## config.mk

```make
export PLATFORM = sky130hd
export DESIGN_NAME = bus_arbiter
export DESIGN_NICKNAME = d
export VERILOG_FILES = /design/src/rtl/bus_pkg.sv /design/src/rtl/bus_arbiter_rr_arb2.sv /design/src/rtl/bus_arbiter.sv
export SDC_FILE = /design/constraint.sdc
export NUM_CORES = 1
export LEC_CHECK = 0
export CAP_MARGIN = 20
export CORE_MARGIN = 4
export CORE_UTILIZATION = 40
export CTS_CLUSTER_SIZE = 20
export DETAILED_ROUTE_END_ITERATION = 16
export PLACE_DENSITY = 0.79
export SLEW_MARGIN = 0
export SYNTH_ARGS = -nofsm -noshare
export SYNTH_HDL_FRONTEND = slang
export SYNTH_SLANG_ARGS = --single-unit
```

## constraint.sdc

```tcl
create_clock -name clk -period 2.1 [get_ports clk]
set_input_delay 0.42 -clock clk [delete_from_list [all_inputs] [get_ports clk]]
set_output_delay 0.42 -clock clk [all_outputs]
set_load 0.005 [all_outputs]
```

## src/rtl/bus_pkg.sv

```systemverilog
// bus_pkg: shared FSM encoding, default timeout and timeout read data for bus_arbiter
package bus_pkg;

    typedef enum logic [1:0] {
        IDLE = 2'd0,
        BUSY = 2'd1,
        RESP = 2'd2
    } state_e;

    localparam int          DEF_TIMEOUT   = 16;
    localparam logic [31:0] TIMEOUT_RDATA = 32'h0000_0000;

endpackage

```

## src/rtl/bus_arbiter_rr_arb2.sv

```systemverilog
// rr_arb2: two-way round-robin pick
//   req[1:0]  requesting masters
//   last      master granted most recently
//   winner    selected master id
//   any       at least one request present
module rr_arb2 (
    input  logic [1:0] req,
    input  logic       last,
    output logic       winner,
    output logic       any
);

    always_comb begin
        any    = |req;
        winner = (req == 2'b11) ? ~last : req[1];
    end

endmodule

```

## src/rtl/bus_arbiter.sv

```systemverilog
// bus_arbiter: two-master single-outstanding bus arbiter with slave timeout
//   clk, rst_n                          clock, async active-low reset
//   mk_req/addr/wdata/byteen            master k request (byteen != 0 means write)
//   mk_gnt                              one-cycle pulse: request accepted
//   mk_rvalid/rdata/err                 completion pulse, held data, timeout flag
//   s_addr/s_wdata/s_byteen             slave request, driven only while BUSY
//   s_rdata, s_ready                    slave response
module bus_arbiter
    import bus_pkg::*;
#(
    parameter int TIMEOUT = DEF_TIMEOUT
) (
    input  logic        clk,
    input  logic        rst_n,
    input  logic        m0_req,
    input  logic [31:0] m0_addr,
    input  logic [31:0] m0_wdata,
    input  logic [3:0]  m0_byteen,
    input  logic        m1_req,
    input  logic [31:0] m1_addr,
    input  logic [31:0] m1_wdata,
    input  logic [3:0]  m1_byteen,
    output logic        m0_gnt,
    output logic        m0_rvalid,
    output logic [31:0] m0_rdata,
    output logic        m0_err,
    output logic        m1_gnt,
    output logic        m1_rvalid,
    output logic [31:0] m1_rdata,
    output logic        m1_err,
    output logic [31:0] s_addr,
    output logic [31:0] s_wdata,
    output logic [3:0]  s_byteen,
    input  logic [31:0] s_rdata,
    input  logic        s_ready
);

    state_e            state_q, state_d;
    logic [7:0]        cnt_q, cnt_d;
    logic              last_q, last_d;
    logic              own_q, own_d;
    logic [31:0]       addr_q, addr_d;
    logic [31:0]       wdata_q, wdata_d;
    logic [3:0]        byteen_q, byteen_d;
    logic [1:0][31:0]  rdata_q, rdata_d;
    logic [1:0]        err_q, err_d;
    logic              winner, any_req;

    rr_arb2 u_rr (
        .req    ({m1_req, m0_req}),
        .last   (last_q),
        .winner (winner),
        .any    (any_req)
    );

    // last_q resets to 1 so that master 0 wins the first contested grant
    always_ff @(posedge clk or negedge rst_n) begin
        if (!rst_n) begin
            state_q  <= IDLE;
            cnt_q    <= '0;
            last_q   <= 1'b1;
            own_q    <= 1'b0;
            addr_q   <= '0;
            wdata_q  <= '0;
            byteen_q <= '0;
            rdata_q  <= '0;
            err_q    <= '0;
        end else begin
            state_q  <= state_d;
            cnt_q    <= cnt_d;
            last_q   <= last_d;
            own_q    <= own_d;
            addr_q   <= addr_d;
            wdata_q  <= wdata_d;
            byteen_q <= byteen_d;
            rdata_q  <= rdata_d;
            err_q    <= err_d;
        end
    end

    always_comb begin
        state_d  = state_q;
        cnt_d    = cnt_q;
        last_d   = last_q;
        own_d    = own_q;
        addr_d   = addr_q;
        wdata_d  = wdata_q;
        byteen_d = byteen_q;
        rdata_d  = rdata_q;
        err_d    = err_q;
        case (state_q)
            IDLE: if (any_req) begin
                state_d  = BUSY;
                cnt_d    = '0;
                own_d    = winner;
                last_d   = winner;
                addr_d   = winner ? m1_addr   : m0_addr;
                wdata_d  = winner ? m1_wdata  : m0_wdata;
                byteen_d = winner ? m1_byteen : m0_byteen;
            end
            // s_ready is checked first so a completion on the timeout edge is not an error
            BUSY: if (s_ready) begin
                state_d        = RESP;
                rdata_d[own_q] = s_rdata;
                err_d[own_q]   = 1'b0;
            end else if (cnt_q == 8'(TIMEOUT - 1)) begin
                state_d        = RESP;
                rdata_d[own_q] = TIMEOUT_RDATA;
                err_d[own_q]   = 1'b1;
            end else begin
                cnt_d = cnt_q + 8'd1;
            end
            default: state_d = IDLE;
        endcase
    end

    // grant is the first BUSY cycle, the only one with the counter still at 0
    always_comb begin
        s_addr    = (state_q == BUSY) ? addr_q   : '0;
        s_wdata   = (state_q == BUSY) ? wdata_q  : '0;
        s_byteen  = (state_q == BUSY) ? byteen_q : '0;
        m0_gnt    = (state_q == BUSY) && (cnt_q == 8'd0) && !own_q;
        m1_gnt    = (state_q == BUSY) && (cnt_q == 8'd0) &&  own_q;
        m0_rvalid = (state_q == RESP) && !own_q;
        m1_rvalid = (state_q == RESP) &&  own_q;
        m0_rdata  = rdata_q[0];
        m1_rdata  = rdata_q[1];
        m0_err    = err_q[0];
        m1_err    = err_q[1];
    end

endmodule

```

==> results by group, run 1 <==
Place
  – Detailed Place HPWL: 15.8 mm
  – DP Area: 0.0102 sq mm
  – Placed instance count: 1115
  – GPL Wtd Cong: 0.793
  – Worst slack, placed: roughly 57 ps
  – I/O Buffers: 310

Worst hold path
  – Hold path cells: 2
  – Hold endpoint: addr_q[27]$_DFFE_PN0P_
  – HP Start: addr_q[27]$_DFFE_PN0P_
  – Worst min-delay path class: register to register

Worst setup path
  – Reg2reg end: m1_rdata[17]$_DFFE_PN0P_
  – Reg2reg setup slack: 150 ps
  – R2R depth: 7
  – Crit end category: primary output
  – Critical path class: register to primary output
  – FF-to-FF Start: cnt_q[7]$_DFFE_PN0P_
  – Worst Path Required: ~1700 ps
  – CP Launch Point: state_q[1]$_DFFE_PN0P_
  – CP startpoint kind: register
  – Worst endpoint data arrival time: 1700 ps
  – Worst Path Max Fanout: 11

Detailed routing
  – Wirelength per Cell: between 15 and 20 microns
  – Post-Route WL: 21.7 mm
  – DR pass1 iterations: 6
  – Post-route ant nets: 0
  – Vias after detailed routing: ~5.8k
  – Drt drc: 0
  – Vias/cell: approximately 5
  – 1st-iter DRT viols: 328

Logic synthesis
  – Synth Cell Area: 0.00655 sq mm
  – Synth Area in Simple Gates: 13.5%
  – FF+latch count, synth: 146
  – Synth top area cells: dfrtp_1 (55%), mux2i_1 (10%), a22o_1 (8.7%), and2_1 (6.7%), o21ai_0 (5.7%)
  – Largest family of logic cells by synthesized area: compound AO/OA/AOI/OAI gates
  – Compound-cell area share of the yosys netlist: 16.4%
  – Leading area contributor after synthesis: dfrtp_1
  – Yosys cell types: 37
  – Gate Count Post-Synth: 595
  – Post-Syn Area per Cell: 11.0 sq um
  – Synth Area in XOR/XNOR: less than 1%
  – Sequential share of the synthesized area: 55.8%
  – Yosys Warn Count: 0
  – Yosys top cell area share: 55.4%
  – Adder-cell share of the synthesized area: 0.382%
  – Post-synthesis mux area share: 10.6%
  – Synth Net Count: 770

GRT
  – Total congestion overflow: 0
  – First-pass GRT wire length: 32.6 mm
  – Met2 Usage GRT: 40.7%
  – Vias in the first global route: slightly below 6k
  – GR Util met3: 7.96%
  – Initial antenna violation count: 0
  – Largest net degree at the start of global routing: 59
  – GR peak layer: met2
  – Overall global routing resource usage: a little under a quarter
  – GR Util met1: 26.6%

Die
  – Die H: 136 microns
  – Core area: about 0.016 sq mm
  – IO Pins: 311
  – Initial Util: 41.1%
  – Overall die area: 0.0185 sq mm
  – Site Rows: 46
  – DIE WIDTH: 136 microns

Cells and area
  – Net count, final: 1107
  – Final Non-Filler Cells: between 1k and 1.5k
  – Design area: 0.0109 sq mm
  – Synth-to-layout area growth: 65.8%
  – Share of cells above drive strength 1: 18.0%
  – Ant. Diodes: 0
  – Most frequent cells in the layout: clkdlybuf4s50_1 (237), dfrtp_1 (144), o21ai_0 (74)
  – Most common cell after layout, fill and taps aside: clkdlybuf4s50_1
  – Final core occ: 68.1%

STA
  – Endpoints failing setup: 2
  – Max frequency: 0.471 GHz
  – Worst Slack Setup Final: -21.4 ps
  – Worst-margin pin slew: 481 ps
  – Hold_ws: 471 ps
  – Rel. slew slack: 67.8%
  – Slew Limit Fails: 0
  – Final period util: 101%
  – Hold Fails Final Rpt: 0
  – RSZ-0062 raised after global routing: yes
  – Fin crit period: 2120 ps
  – Skew final: 7.38 ps

Clock network
  – Clk pin slew, worst setup/hold paths: 70 ps
  – H-tree lvl count: 4
  – Root Driver: clkbuf_16
  – CTS tree: yes
  – Clock Tree Buf Depth: 2
  – Num CTS Buffers: 17
  – CTS sink cnt: 146
  – Clock Latency Late Sink: roughly 420 ps

Status
  – Status: finished, violations left
  – Failing checks: negative setup slack

Power
  – Leak pwr: 5.04 nW
  – Worst vdd ir: 655 uV
  – Cell area power density: approximately 1300 mW/mm^2

Flow run
  – Max Cap Viol: 0
routing by layer:
layer	part of all wire [%]	vias to the layer above	wire, microns
met2	51	264	11000
met3	9.3	26	2010
met4	1.8	0	397
li1	-	2783	-
met5	0	-	0
met1	38	2744	8280
kinds of logic (layout without fill, tap and decap cells):
kind of cell,after synthesis,count (layout)
AO/OA/AOI/OAI,156,156
XOR/XNOR,1,1
adder cells (fa/ha/maj),2,2
buffers and inverters,49,399
flip-flops,146,146
multiplexers,69,69
AND/OR/NAND/NOR,172,172
cells in the mapped netlist, drive strengths merged:
cell type  number
dfrtp         145
o21ai          76
nand2          73
and2           70
mux2i          68
a22o           65
clkbuf         29
buf            17
nor2            9
nand3           5
nor4            4
a21o            3
a21oi           3
inv             3
nor3            3
a31oi           2
ha              2
nor3b           2
a21boi          1
a221o           1
a41oi           1
and3            1
and3b           1
and4            1
dfstp           1
mux2            1
nand2b          1
nor2b           1
o21a            1
o21bai          1
o22ai           1
o31ai           1
or3b            1
xnor2           1
power breakdown:
group | switching, W | total, W | internal [W]
Clock | 0.00132 | 0.00300 | 0.00169
Combinational | 0.00282 | 0.00667 | 0.00386
Sequential | 0.000731 | 0.00484 | 0.00410
Total | 0.00487 | 0.0145 | 0.00965
critical path: stages, from the launching register on:
cell             delay, ps
dfrtp_1                410
nor2b_4                150
buf_12                 140
buf_6                  110
buf_16                 120
and2_1                 150
clkdlybuf4s15_2        210
worst max-delay path by stage:
stage                                 endpoint  slack (ps)  cells past startpoint
after floorplan           cnt_q[3]$_DFFE_PN0P_         370                      5
after global placement    cnt_q[3]$_DFFE_PN0P_          80                      5
after detailed placement  cnt_q[3]$_DFFE_PN0P_          60                      5
after CTS                           s_addr[25]         -80                      6
after global routing                s_addr[19]         -90                      6
final                               s_addr[21]         -20                      6
sequential cells by signal, summed over array words and instances, names as in the netlist, named ones only:
register	count
last_q	1
byteen_q	4
cnt_q	8
own_q	1
m0_rdata	32
addr_q	32
state_q	2
m1_rdata	32
wdata_q	32
per-stage QoR:
step                      total power (W)  setup TNS, ps
after floorplan                   0.00737              0
after global placement             0.0110              0
after detailed placement           0.0112              0
after CTS                          0.0145           -365
after global routing               0.0154           -249
final                              0.0145          -36.5
cell type report:
| type | instances | area (sq um) |
|---|---|---|
| fillers | 1227 | 5090 |
| clock buffers | 17 | 425 |
| flip-flops and latches | 146 | 3660 |
| well taps | 216 | 270 |
| inverters | 3 | 11.3 |
| clock inverters | 15 | 160 |
| repair buffers | 364 | 3560 |
| multi-input cells | 400 | 2770 |
repair_timing:
action,4_1_cts,5_1_grt
cloned,4,1
setup endpoints to repair,72,47
gates resized for setup,201,64
pin swaps,0,5
hold buffers,1,0
setup buffers,6,2
endpoints found under the hold margin,40,0
No activity file was read; power rests on OpenSTA's default activity.
==> run 2, diff against run 1 <==
--- a/config.mk
+++ b/config.mk
@@ -5,11 +5,11 @@
 export SDC_FILE = /design/constraint.sdc
 export NUM_CORES = 1
 export LEC_CHECK = 0
-export CAP_MARGIN = 20
 export CORE_MARGIN = 4
 export CORE_UTILIZATION = 40
 export CTS_CLUSTER_SIZE = 20
 export DETAILED_ROUTE_END_ITERATION = 16
+export MAX_ROUTING_LAYER = met4
 export PLACE_DENSITY = 0.79
 export SLEW_MARGIN = 0
 export SYNTH_ARGS = -nofsm -noshare
==> run 2 against run 1 <==
Effect of this change:
- via count increased by 0.21%
- register-to-register slack about the same
- flip-flop and latch count unchanged
- critical endpoint unchanged
- combinational power about the same
- setup slack improved by 4.5 ps
- global-route usage increased by 0.68 points
- power about the same
- wire length increased by 0.12%
- clock-buffer cell count unchanged
- final area unchanged
- utilization unchanged
- non-clock buffer count unchanged
- the run still ends with negative setup slack left
==> results by group, run 2 (synthesis results as in run 1) <==
STA
  – Worst-margin pin slew: 486 ps
  – Slew Limit Fails: 0
  – Max frequency: 0.472 GHz
  – Fin crit period: approximately 2100 ps
  – Skew final: ~5.7 ps
  – Hold Fails Final Rpt: 0
  – Worst Slack Setup Final: -16.9 ps
  – Setup TNS: -29.0 ps
  – RSZ-0062 raised after global routing: yes
  – Final period util: 101%
  – Endpoints failing setup: 2
  – Rel. slew slack: around 67%

Place
  – Worst slack, placed: 57.0 ps
  – I/O Buffers: 310
  – GPL Wtd Cong: 0.805
  – Detailed Place HPWL: around 16 mm

Die
  – Site Rows: 46
  – Die H: between 100 and 150 microns
  – DIE WIDTH: 136 microns
  – Core area: between 0.015 and 0.02 sq mm
  – IO Pins: 311
  – Overall die area: 0.0185 sq mm
  – Initial Util: 41.1%

Cells and area
  – Share of cells above drive strength 1: 18.0%
  – Most frequent cells in the layout: clkdlybuf4s50_1 (237), dfrtp_1 (144), o21ai_0 (74)
  – Ant. Diodes: 0
  – Most common cell after layout, fill and taps aside: clkdlybuf4s50_1
  – Fillers: ~1.2k
  – Synth-to-layout area growth: 65.8%
  – Final core occ: 68.1%
  – Net count, final: 1107

Detailed routing
  – Wirelength per Cell: about 19 microns
  – Vias after detailed routing: 5829
  – 1st-iter DRT viols: 340
  – Post-route ant nets: 0
  – Drt drc: 0
  – Vias/cell: 5.02
  – Post-Route WL: 21.7 mm
  – DR pass1 iterations: 6

Power
  – Sw Share: 33.5%
  – Combinational share of power: 46.0%
  – Worst vdd ir: 655 uV
  – Internal power: just under 0.01 W
  – Clock power share: roughly 21%
  – Seq pwr share: 33.3%
  – Cell area power density: 1340 mW/mm^2
  – Sw power: 0.00487 W
  – Leak pwr: 5.04 nW

Worst setup path
  – Crit end category: primary output
  – Critical path class: register to primary output
  – Worst Path Required: 1680 ps
  – R2R depth: 7
  – FF-to-FF Start: cnt_q[7]$_DFFE_PN0P_
  – CP Launch Point: state_q[1]$_DFFE_PN0P_
  – CP startpoint kind: register
  – Worst Path Max Fanout: 11
  – Worst endpoint data arrival time: 1700 ps

Clock network
  – Root Driver: clkbuf_16
  – H-tree lvl count: 4
  – Num CTS Buffers: 17
  – Clock Tree Buf Depth: 2
  – CTS sink cnt: 146
  – Clk pin slew, worst setup/hold paths: 70 ps
  – Clock Latency Late Sink: between 400 and 500 ps
  – CTS tree: yes

Worst hold path
  – Worst min-delay path class: register to register
  – Hold path cells: 2
  – HP Start: addr_q[27]$_DFFE_PN0P_

Status
  – Status: finished, violations left
  – Failing checks: negative setup slack

GRT
  – Vias in the first global route: 5948
  – Total congestion overflow: 0
  – Overall global routing resource usage: 23.7%
  – First-pass GRT wire length: about 33 mm
  – Largest net degree at the start of global routing: 59
  – Initial antenna violation count: 0

Flow run
  – Max Cap Viol: 0
## run 2: cell counts in the layout (fill, tap and decap cells not counted)
Identical to the previous run, type by type.
## run 2: final cells by class
cell class / instances / area [sq um] / share of cell area (%)
sequential: 146 / 3660 / 33.7
timing repair buffer: 364 / 3560 / 32.8
multi-input combinational: 400 / 2770 / 25.5
clock buffer: 17 / 425 / 3.92
tap: 216 / 270 / 2.49
clock inverter: 15 / 160 / 1.48
inverter: 3 / 11.3 / 0.104
## run 2: power groups by stage
stage | Combinational, W | Sequential, W | Clock [W]
5_1_grt | 0.00727 | 0.00499 | 0.00319
4_1_cts | 0.00662 | 0.00483 | 0.00305
6_report | 0.00668 | 0.00484 | 0.00299
2_1_floorplan | 0.00264 | 0.00474 | 0
3_3_place_gp | 0.00624 | 0.00480 | 0
3_5_place_dp | 0.00636 | 0.00484 | 0
## run 2: through the flow
step	power [W]	std cells	instance area, sq um	hold WS [ps]
final	0.0145	1161	10900	472
after global routing	0.0154	1161	10900	497
after CTS	0.0145	1158	10900	476
after detailed placement	0.0112	1115	10200	385
after global placement	0.0110	1115	10200	385
after floorplan	0.00737	595	6550	124
## run 2: worst max-delay path, stage by stage, from the launching register on
cell             delay [ps]
dfrtp_1                 410
nor2b_4                 150
buf_12                  140
buf_6                   110
buf_16                  120
and2_1                  140
clkdlybuf4s15_2         210
## run 2: metal layers
metal | share of wire (%) | global-route usage, % | up-vias
met5 | 0 | - | -
met4 | 2.1 | 6.16 | 0
met3 | 8.6 | 7.29 | 34
met2 | 50 | 41.0 | 258
met1 | 39 | 26.8 | 2755
li1 | - | - | 2782
## run 2: what timing repair did
| item | 4_1_cts | 5_1_grt |
|---|---|---|
| buffers inserted | 6 | 2 |
| gates cloned | 4 | 1 |
| gates resized for setup | 201 | 64 |
| pin swaps | 0 | 5 |
| endpoints found under the hold margin | 40 | 0 |
| hold buffers | 1 | 0 |
| setup endpoints to repair | 72 | 47 |
## run 2: worst paths after layout
check	end	slack, ps
setup / recovery	s_addr[21]	-20
hold / removal	addr_q[27]$_DFFE_PN0P_	470
setup reg to reg	m1_rdata[17]$_DFFE_PN0P_	150
hold reg to reg	addr_q[27]$_DFFE_PN0P_	470
max in group asynchronous	wdata_q[28]$_DFFE_PN0P_	980
min in group asynchronous	cnt_q[5]$_DFFE_PN0P_	530
